File: config.mk
export PLATFORM = sky130hd
export DESIGN_NAME = rv_mem_arbiter
export DESIGN_NICKNAME = d
export VERILOG_FILES = /design/src/rtl/rv_mem_arbiter.sv
export SDC_FILE = /design/constraint.sdc
export NUM_CORES = 1
export LEC_CHECK = 0
export ABC_CLOCK_PERIOD_IN_PS = 1200
export CORE_ASPECT_RATIO = 0.75
export CORE_MARGIN = 2
export CORE_UTILIZATION = 37
export CTS_CLUSTER_SIZE = 28
export DETAILED_ROUTE_END_ITERATION = 12
export HOLD_SLACK_MARGIN = 0.02
export MAX_ROUTING_LAYER = met4
export PLACE_DENSITY = 0.89
export SYNTH_ARGS = -nofsm -noshare
export SYNTH_HDL_FRONTEND = slang
export SYNTH_SLANG_ARGS = --single-unit
export TNS_END_PERCENT = 10
File: constraint.sdc
create_clock -name clk -period 1.2 [get_ports clk]
set_input_delay 0.36 -clock clk [delete_from_list [all_inputs] [get_ports clk]]
set_output_delay 0.36 -clock clk [all_outputs]
set_load 0.02 [all_outputs]
File: src/rtl/rv_mem_arbiter.sv
// Two-port arbiter in front of a single-port RAM with registered output latency RD_LAT.
// Build option MEMARB_FIXED_PRIO_EN: port 1 always wins ties; otherwise round-robin.
module rv_mem_arbiter #(
   parameter int unsigned ADDR_W = 10,
   parameter int unsigned DATA_W = 32,
   parameter int unsigned RD_LAT = 2
) (
   input  logic              clk,
   input  logic              rst,
   input  logic              m0_req,
   input  logic              m0_we,
   input  logic [ADDR_W-1:0] m0_addr,
   input  logic [DATA_W-1:0] m0_wdata,
   output logic              m0_gnt,
   output logic              m0_rvalid,
   output logic [DATA_W-1:0] m0_rdata,
   input  logic              m1_req,
   input  logic              m1_we,
   input  logic [ADDR_W-1:0] m1_addr,
   input  logic [DATA_W-1:0] m1_wdata,
   output logic              m1_gnt,
   output logic              m1_rvalid,
   output logic [DATA_W-1:0] m1_rdata,
   output logic [ADDR_W-1:0] ram_addr,
   output logic [DATA_W-1:0] ram_din,
   output logic              ram_we,
   output logic              ram_regce,
   input  logic [DATA_W-1:0] ram_dout,
   output logic              busy
);

   localparam int unsigned CNT_W = 2;

   typedef enum logic [1:0] {S_IDLE, S_ACCESS, S_WAIT, S_RESP} state_t;

   state_t              r_state, w_state;
   logic                r_id, w_id;
   logic                r_we, w_we;
   logic [CNT_W-1:0]    r_cnt, w_cnt;
   logic                r_m0_gnt, w_m0_gnt, r_m1_gnt, w_m1_gnt;
   logic                r_m0_rvalid, w_m0_rvalid, r_m1_rvalid, w_m1_rvalid;
   logic [DATA_W-1:0]   r_m0_rdata, w_m0_rdata, r_m1_rdata, w_m1_rdata;
   logic [ADDR_W-1:0]   r_ram_addr, w_ram_addr;
   logic [DATA_W-1:0]   r_ram_din, w_ram_din;
   logic                r_ram_we, w_ram_we, r_ram_regce, w_ram_regce;
   logic                r_busy, w_busy;
   logic                w_pick;

`ifdef MEMARB_FIXED_PRIO_EN
   assign w_pick = m1_req;
`else
   logic r_last, w_last;
   // Both requesting: the port that did not win last time gets it.
   assign w_pick = (m0_req & m1_req) ? ~r_last : m1_req;
`endif

   // Next-state and next-output logic; every output is registered from these.
   always_comb begin
      w_state     = r_state;
      w_id        = r_id;
      w_we        = r_we;
      w_cnt       = r_cnt;
      w_m0_gnt    = 1'b0;
      w_m1_gnt    = 1'b0;
      w_m0_rvalid = 1'b0;
      w_m1_rvalid = 1'b0;
      w_m0_rdata  = r_m0_rdata;
      w_m1_rdata  = r_m1_rdata;
      w_ram_addr  = r_ram_addr;
      w_ram_din   = r_ram_din;
      w_ram_we    = 1'b0;
      w_ram_regce = 1'b0;
`ifndef MEMARB_FIXED_PRIO_EN
      w_last      = r_last;
`endif
      unique case (r_state)
         S_IDLE: begin
            if (m0_req | m1_req) begin
               w_state     = S_ACCESS;
               w_id        = w_pick;
               w_we        = w_pick ? m1_we : m0_we;
               w_ram_addr  = w_pick ? m1_addr : m0_addr;
               w_ram_din   = w_pick ? m1_wdata : m0_wdata;
               w_ram_we    = w_we;
               w_ram_regce = ~w_we;
               w_m0_gnt    = ~w_pick;
               w_m1_gnt    = w_pick;
`ifndef MEMARB_FIXED_PRIO_EN
               w_last      = w_pick;
`endif
            end
         end
         S_ACCESS: begin
            if (r_we) begin
               w_state = S_IDLE;
            end else if (RD_LAT == 1) begin
               w_state = S_RESP;
            end else begin
               w_state     = S_WAIT;
               w_cnt       = CNT_W'(RD_LAT - 1);
               w_ram_regce = 1'b1;
            end
         end
         S_WAIT: begin
            w_cnt = r_cnt - CNT_W'(1);
            if (w_cnt == CNT_W'(0)) w_state = S_RESP;
            else                    w_ram_regce = 1'b1;
         end
         S_RESP: begin
            w_state = S_IDLE;
         end
         default: begin
            w_state = S_IDLE;
         end
      endcase

      // ram_dout is valid on the edge that enters RESP.
      if ((w_state == S_RESP) && (r_state != S_RESP)) begin
         w_m0_rvalid = ~r_id;
         w_m1_rvalid = r_id;
         if (r_id) w_m1_rdata = ram_dout;
         else      w_m0_rdata = ram_dout;
      end
      w_busy = (w_state != S_IDLE);
   end

   always_ff @(posedge clk) begin
      if (rst) begin
         r_state     <= S_IDLE;
         r_id        <= 1'b0;
         r_we        <= 1'b0;
         r_cnt       <= '0;
         r_m0_gnt    <= 1'b0;
         r_m1_gnt    <= 1'b0;
         r_m0_rvalid <= 1'b0;
         r_m1_rvalid <= 1'b0;
         r_m0_rdata  <= '0;
         r_m1_rdata  <= '0;
         r_ram_addr  <= '0;
         r_ram_din   <= '0;
         r_ram_we    <= 1'b0;
         r_ram_regce <= 1'b0;
         r_busy      <= 1'b0;
`ifndef MEMARB_FIXED_PRIO_EN
         r_last      <= 1'b1;
`endif
      end else begin
         r_state     <= w_state;
         r_id        <= w_id;
         r_we        <= w_we;
         r_cnt       <= w_cnt;
         r_m0_gnt    <= w_m0_gnt;
         r_m1_gnt    <= w_m1_gnt;
         r_m0_rvalid <= w_m0_rvalid;
         r_m1_rvalid <= w_m1_rvalid;
         r_m0_rdata  <= w_m0_rdata;
         r_m1_rdata  <= w_m1_rdata;
         r_ram_addr  <= w_ram_addr;
         r_ram_din   <= w_ram_din;
         r_ram_we    <= w_ram_we;
         r_ram_regce <= w_ram_regce;
         r_busy      <= w_busy;
`ifndef MEMARB_FIXED_PRIO_EN
         r_last      <= w_last;
`endif
      end
   end

   assign m0_gnt    = r_m0_gnt;
   assign m1_gnt    = r_m1_gnt;
   assign m0_rvalid = r_m0_rvalid;
   assign m1_rvalid = r_m1_rvalid;
   assign m0_rdata  = r_m0_rdata;
   assign m1_rdata  = r_m1_rdata;
   assign ram_addr  = r_ram_addr;
   assign ram_din   = r_ram_din;
   assign ram_we    = r_ram_we;
   assign ram_regce = r_ram_regce;
   assign busy      = r_busy;

endmodule

Word-level counts from Yosys, hierarchy flattened
Cells that the tools add are included.
- logic and storage cells: 57
- bits in registers: 120
- bits of input ports: 122
- output and inout port bits: 113
- muxes and demuxes: 14
- eq/ne operators: 6
- add/subtract/negate cells: 1
- reduce and logical (&&, ||, !) cells: 11
- bitwise logic cells: 9
- operator list (operator ; number):
    2-to-1 mux 32 bit ; 1
    2-to-1 mux 10 bit ; 1
    2-to-1 mux 2 bit ; 4
    case mux 2 bit (4 select lines) ; 1
    AND reduction 2 bit ; 4
    NOT 1 bit ; 7
    equality test 2 bit, second input constant ; 3
    2-to-1 mux 1 bit ; 5
    zero test 2 bit ; 2
    != test 2 bit, second input constant ; 2
    case mux 2 bit (2 select lines) ; 1
    nonzero test 2 bit ; 2
    case mux 1 bit (3 select lines) ; 1
    OR reduction 3 bit ; 1
    equality test 2 x 1 -> 1 bit, second input constant ; 1
    OR reduction 2 bit ; 1
    subtractor 2 x 1 -> 2 bit, second input constant ; 1
    bitwise AND 1 bit ; 1
    logical AND 1 bit ; 1
    bitwise OR 1 bit ; 1

Longest topological paths before layout
- depth after elaboration: 8
- gate-level depth with buffers: 7
- gate-level depth less buffers: 5

Worst setup path after synthesis
OpenSTA, ideal clock, no wires.
- kind: register to register
- from: register r_cnt[0]
- to: register r_m0_rdata[10], in the netlist m0_rdata[10]
- path buffers: 2
- cell stages (with the launch flop): 7
- setup time: 0.070 ns
- arrival: 1.255 ns
- clock period less this slack: 1.325 ns
- required time: 1.130 ns
- setup slack: -0.125 ns
- cell sequence: dfxtp_1 > ha_1 > nor4bb_1 > buf_2 > buf_6 > nand2_1 > a21oi_1
- longest elaborated chain between the ends: 7
- ends and longest elaborated chain (item ; RTL line ; RTL):
    start, declared ; 39 ; logic [CNT_W-1:0] r_cnt, w_cnt;
    start signal, assigned ; 151 ; r_cnt <= w_cnt;
    subtractor 2 x 1 -> 2 bit ; 105 ; w_cnt = r_cnt - CNT_W'(1);
    zero test 2 bit ; 106 ; if (w_cnt == CNT_W'(0)) w_state = S_RESP;
    2-to-1 mux 2 bit ; 106 ;
    case mux 2 bit (4 select lines) ; 76 ; unique case (r_state)
    equality test 2 bit ; 118 ; if ((w_state == S_RESP) && (r_state != S_RESP)) begin
    logical AND 1 bit ; 118 ;
    AND reduction 2 bit (no line) ; -- ;
    end signal, assigned ; 156 ; r_m0_rdata <= w_m0_rdata;
    end, declared ; 42 ; logic [DATA_W-1:0] r_m0_rdata, w_m0_rdata, r_m1_rdata, w_m1_rdata;
Every way passes these cells.
A chain may end at the register's enable or synchronous reset.

Worst setup path after layout
- from: register r_state[0]
- to: register r_m0_rdata[3], in the netlist m0_rdata[3]
- longest elaborated chain between the ends: 5
- elaborated cells between the ends (all ways): 11
- those cells by class: eq/ne: 5; mux: 3; reduce/logical: 3
- ends and longest elaborated chain (item ; RTL line ; RTL):
    start, declared ; 36 ; state_t r_state, w_state;
    start signal, assigned ; 148 ; r_state <= w_state;
    equality test 2 bit, or another cell as far along ; 76 ;
    case mux 2 bit (4 select lines) ; 76 ;
    equality test 2 bit ; 118 ;
    logical AND 1 bit (*) ; 118 ;
    AND reduction 2 bit (no line) (*) ; -- ;
Mark *: on every way between the ends. The rest lies on a longest branch, timed or not.

==> impl_metrics.csv <==
group,metric,value,unit
routing,vias,5263,
layout,areaGrowthSynthToFinish,83.7,%
synth,synth_xor_area_share,0.179,%
routing,drt_iter0_drc,339,
sta,finalSetupTns,-12.93,ns
synth,syn_inst,576,
min_path,min_path_cells,2,
cts,clk_pin_slew,0.06,ns
synth,synth_most_common_cell,"nand2_1",
cts,clkLatencyLatePin,0.41,ns
synth,synthAdderAreaFrac,0.255,%
pwr,intPower,9.35,mW
synth,netlist_area,0.00490,mm^2
pwr,p_switching,3.65,mW
global_route,overflow,0,
layout,fin_nets,964,
floorplanning,floorplan.die.width,137,um
worst_setup_path,cp-startpoint,"r_state[0]$_SDFF_PP0_",
pwr,power,13.0,mW
cts,cts_hold_buf,0,
routing,wl_met2,8590,um
layout,fillers,943,
layout,final_cells,1025,
pwr,power_frac_comb,24.2,%
placement,port_buffers,234,
sta,fmax,711,MHz
global_route,grt_pass1_vias,5066,
floorplanning,core-area,0.0130,mm^2
global_route,antenna_found_initial,0,
layout,postLayoutCellArea,0.00901,mm^2
sta,slew_viol_final,0,
sta,min_period,1.41,ns
routing,drc_errors,0,
cts,cts_buffers,17,
worst_setup_path,cpPeakStageDelay,0.36,ns
cts,cts_tree,"built",
worst_setup_path,worst-r2r-setup-slack,-0.21,ns
synth,syn_nets,699,
floorplanning,fp.dieH,104,um
synth,synthArstFlopShare,0,%
synth,ys_top_cells_by_area,"dfxtp_1 (49%), nand2_1 (16%), a21oi_1 (11%)",
routing,wl_met1,7450,um
placement,dpl_cell_area,0.00764,mm^2
sta,rsz0062_at_grt,"yes",
sta,holdWs,0.303,ns
synth,avgSynthCellArea,8.51,um^2
sta,fin_crit_sh,117,%
worst_setup_path,critical_path_class,"flip-flop to flip-flop",
routing,drt_wl_total,17500,um
placement,pre_cts_slack,-0.658,ns
pwr,p_clk_share,40.9,%
synth,synth_seq_area_share,49.0,%
synth,synth_compound_area_share,22.0,%
synth,synth_top_family_by_area,"compound AO/OA/AOI/OAI gates",
synth,muxShareOfSynthArea,0.408,%
routing,postRouteAntennaNets,0,
layout,utilization,69.4,%
worst_setup_path,worst_path_max_delay_cell,"dfxtp_4",
worst_setup_path,crit-reg2reg-launch,"r_state[0]$_SDFF_PP0_",
cts,clock_sinks,120,
status,violations,"negative setup slack",
worst_setup_path,cp.required,1.53,ns
synth,synth_edf_count,0,
cts,clockBufferDepth,2,
sta,setup_viol,214,
synth,synth_flop_cell,"dfxtp_1",
sta,skew,0.0140,ns
worst_setup_path,reg2reg_depth,6,
sta,finalHoldViolations,0,
synth,netlist.area_leader.share,49.0,%
worst_setup_path,path_cells,"buf_6 > nor4bb_4 > buf_6 > clkbuf_16 > nand2_1 > a21oi_2",
pwr,vdd_drop_max,919,uV
floorplanning,io_pins,235,
worst_setup_path,startpoint_type,"flip-flop",
floorplanning,start_util,37.8,%
placement,hpwl,10700,um
placement,finalWeightedCongestion,0.801,
cts,htree_levels,4,
pwr,p_sw_share,28.1,%
floorplanning,rows,36,
floorplanning,dieArea,0.0142,mm^2
synth,synth-seq-cells,120,
global_route,grt_pass1_wl,25000,um
worst_setup_path,arrival,1.74,ns
min_path,hp-class,"input pin to flip-flop",
synth,ys_types,37,
worst_setup_path,crit_top_cell,"buf_6",
synth,synthSimpleGateAreaFrac,19.7,%
routing,vias_per_cell,5.13,
routing,met3_length,1180,um
worst_setup_path,cp_max_fo,8,
routing,dr.pass1.iters,4,
sta,maxSlewHeadroom,81.6,%
status,status,"complete, but fails checks",
pwr,leakagePower,3.52,nW
synth,netlist_top_cells_count,"nand2_1 (214), dfxtp_1 (120), a21oi_1 (111), a311oi_1 (29), buf_2 (15)",
routing,dr.max_layer_used,"met4",
worst_setup_path,regToRegEndpoint,"m0_rdata[3]$_SDFFE_PP0P_",
worst_setup_path,worst_setup_path_end_kind,"flip-flop",
cts,cts_root_buffer,"clkbuf_16",
job,maxCapViolCount,0,
layout,drive_gt1_share,47.0,%
pwr,power_density,1440,mW/mm^2
routing,wl_per_cell,17.1,um
placement,place_inst,978,
pwr,sequentialPowerShare,35.0,%
sta,worstMarginPinSlew,0.271,ns
global_route,grtUsageTotal,22.6,%
min_path,whs_endpoint,"ram_addr[1]$_SDFFE_PP0N_",
layout,antenna_cells,0,
global_route,grt_max_degree,46,
synth,synth_top_area_cell,"dfxtp_1",
sta,setup_slack,-0.206,ns
synth,synth_warnings,0,
min_path,hp-start,"rst",
==> cells by family after synthesis <==
group                      after synthesis
AOI/OAI and AO/OA                      161
xor gates and xnor gates                 1
and+or+nand+nor                        237
adders and majority gates                1
buffers and inverters                   54
DFF                                    120
muxes                                    2
==> area by class of cell <==
type | count | area (um^2) | area share (%)
clock inverter | 15 | 191 | 2.13
clock buffer | 17 | 425 | 4.72
tap | 171 | 214 | 2.38
sequential | 120 | 2550 | 28.3
inverter | 2 | 7.51 | 0.0833
timing repair buffer | 298 | 3290 | 36.6
multi-input combinational | 402 | 2320 | 25.8
==> cell usage in the layout (no fill, tap or decap), types with 2 or more instances in the layout <==
master / Yosys / layout
nand2_1: 214 / 207
inv_6: 0 / 3
clkdlybuf4s50_1: 0 / 118
a311oi_2: 13 / 16
dlygate4sd2_1: 0 / 2
a21oi_1: 111 / 77
dfxtp_1: 120 / 3
nor3_1: 4 / 3
buf_4: 7 / 38
nor3b_2: 0 / 2
buf_12: 0 / 18
nand2_2: 0 / 6
dfxtp_2: 0 / 116
clkinv_4: 0 / 5
clkinvlp_4: 0 / 2
a21oi_2: 1 / 35
or2_4: 1 / 2
nor2_1: 5 / 5
clkbuf_16: 0 / 21
a311oi_1: 29 / 26
buf_6: 11 / 116
bufinv_16: 0 / 3
==> worst max-delay path by stage <==
stage,end,slack (ns),cells after the start
after global placement,ram_regce$_SDFF_PP0_,-0.59,4
after CTS,m0_rdata[12]$_SDFFE_PP0P_,-0.16,5
final,m0_rdata[3]$_SDFFE_PP0P_,-0.21,6
after detailed placement,ram_din[18]$_SDFFE_PP0N_,-0.66,6
after global routing,m0_rdata[3]$_SDFFE_PP0P_,-0.27,7
after floorplan,ram_regce$_SDFF_PP0_,-0.03,4
==> critical path, delay by kind of cell (launching register included) <==
family / cells / cell delay, ns
flops: 1 / 0.36
compound gates: 1 / 0.14
buf+inv: 3 / 0.48
simple gates: 2 / 0.37
==> repair_timing <==
action | 4_1_cts | 5_1_grt
endpoints found under the hold margin | 0 | 0
pin swaps | 6 | 22
setup endpoints to repair | 231 | 229
buffers inserted | 4 | 5
cloned | 1 | 5
gates resized for setup | 806 | 52
==> state kept, by name (all words and copies together), names as in the netlist <==
register	count
m0_rdata	32
m1_rdata	32
ram_din	32
ram_addr	10
r_cnt	2
r_state	2
busy	1
m0_gnt	1
m0_rvalid	1
m1_gnt	1
m1_rvalid	1
r_id	1
r_last	1
r_we	1
ram_regce	1
ram_we	1
==> per-layer routing <==
metal  vias to the layer above  track usage [%]
met4                         0             7.29
met3                        22             5.09
met5                         -                -
met1                      2533             27.2
li1                       2503                -
met2                       205             37.3
==> power by group through the flow <==
stage	Clock (mW)	Sequential [mW]	Combinational, mW
after CTS	5.40	4.55	2.87
after floorplan	0	4.81	1.05
after global routing	5.53	4.58	3.31
final	5.31	4.55	3.14
after detailed placement	0	4.52	2.73
after global placement	0	4.51	2.69
Power figures use the tool's default switching activity.
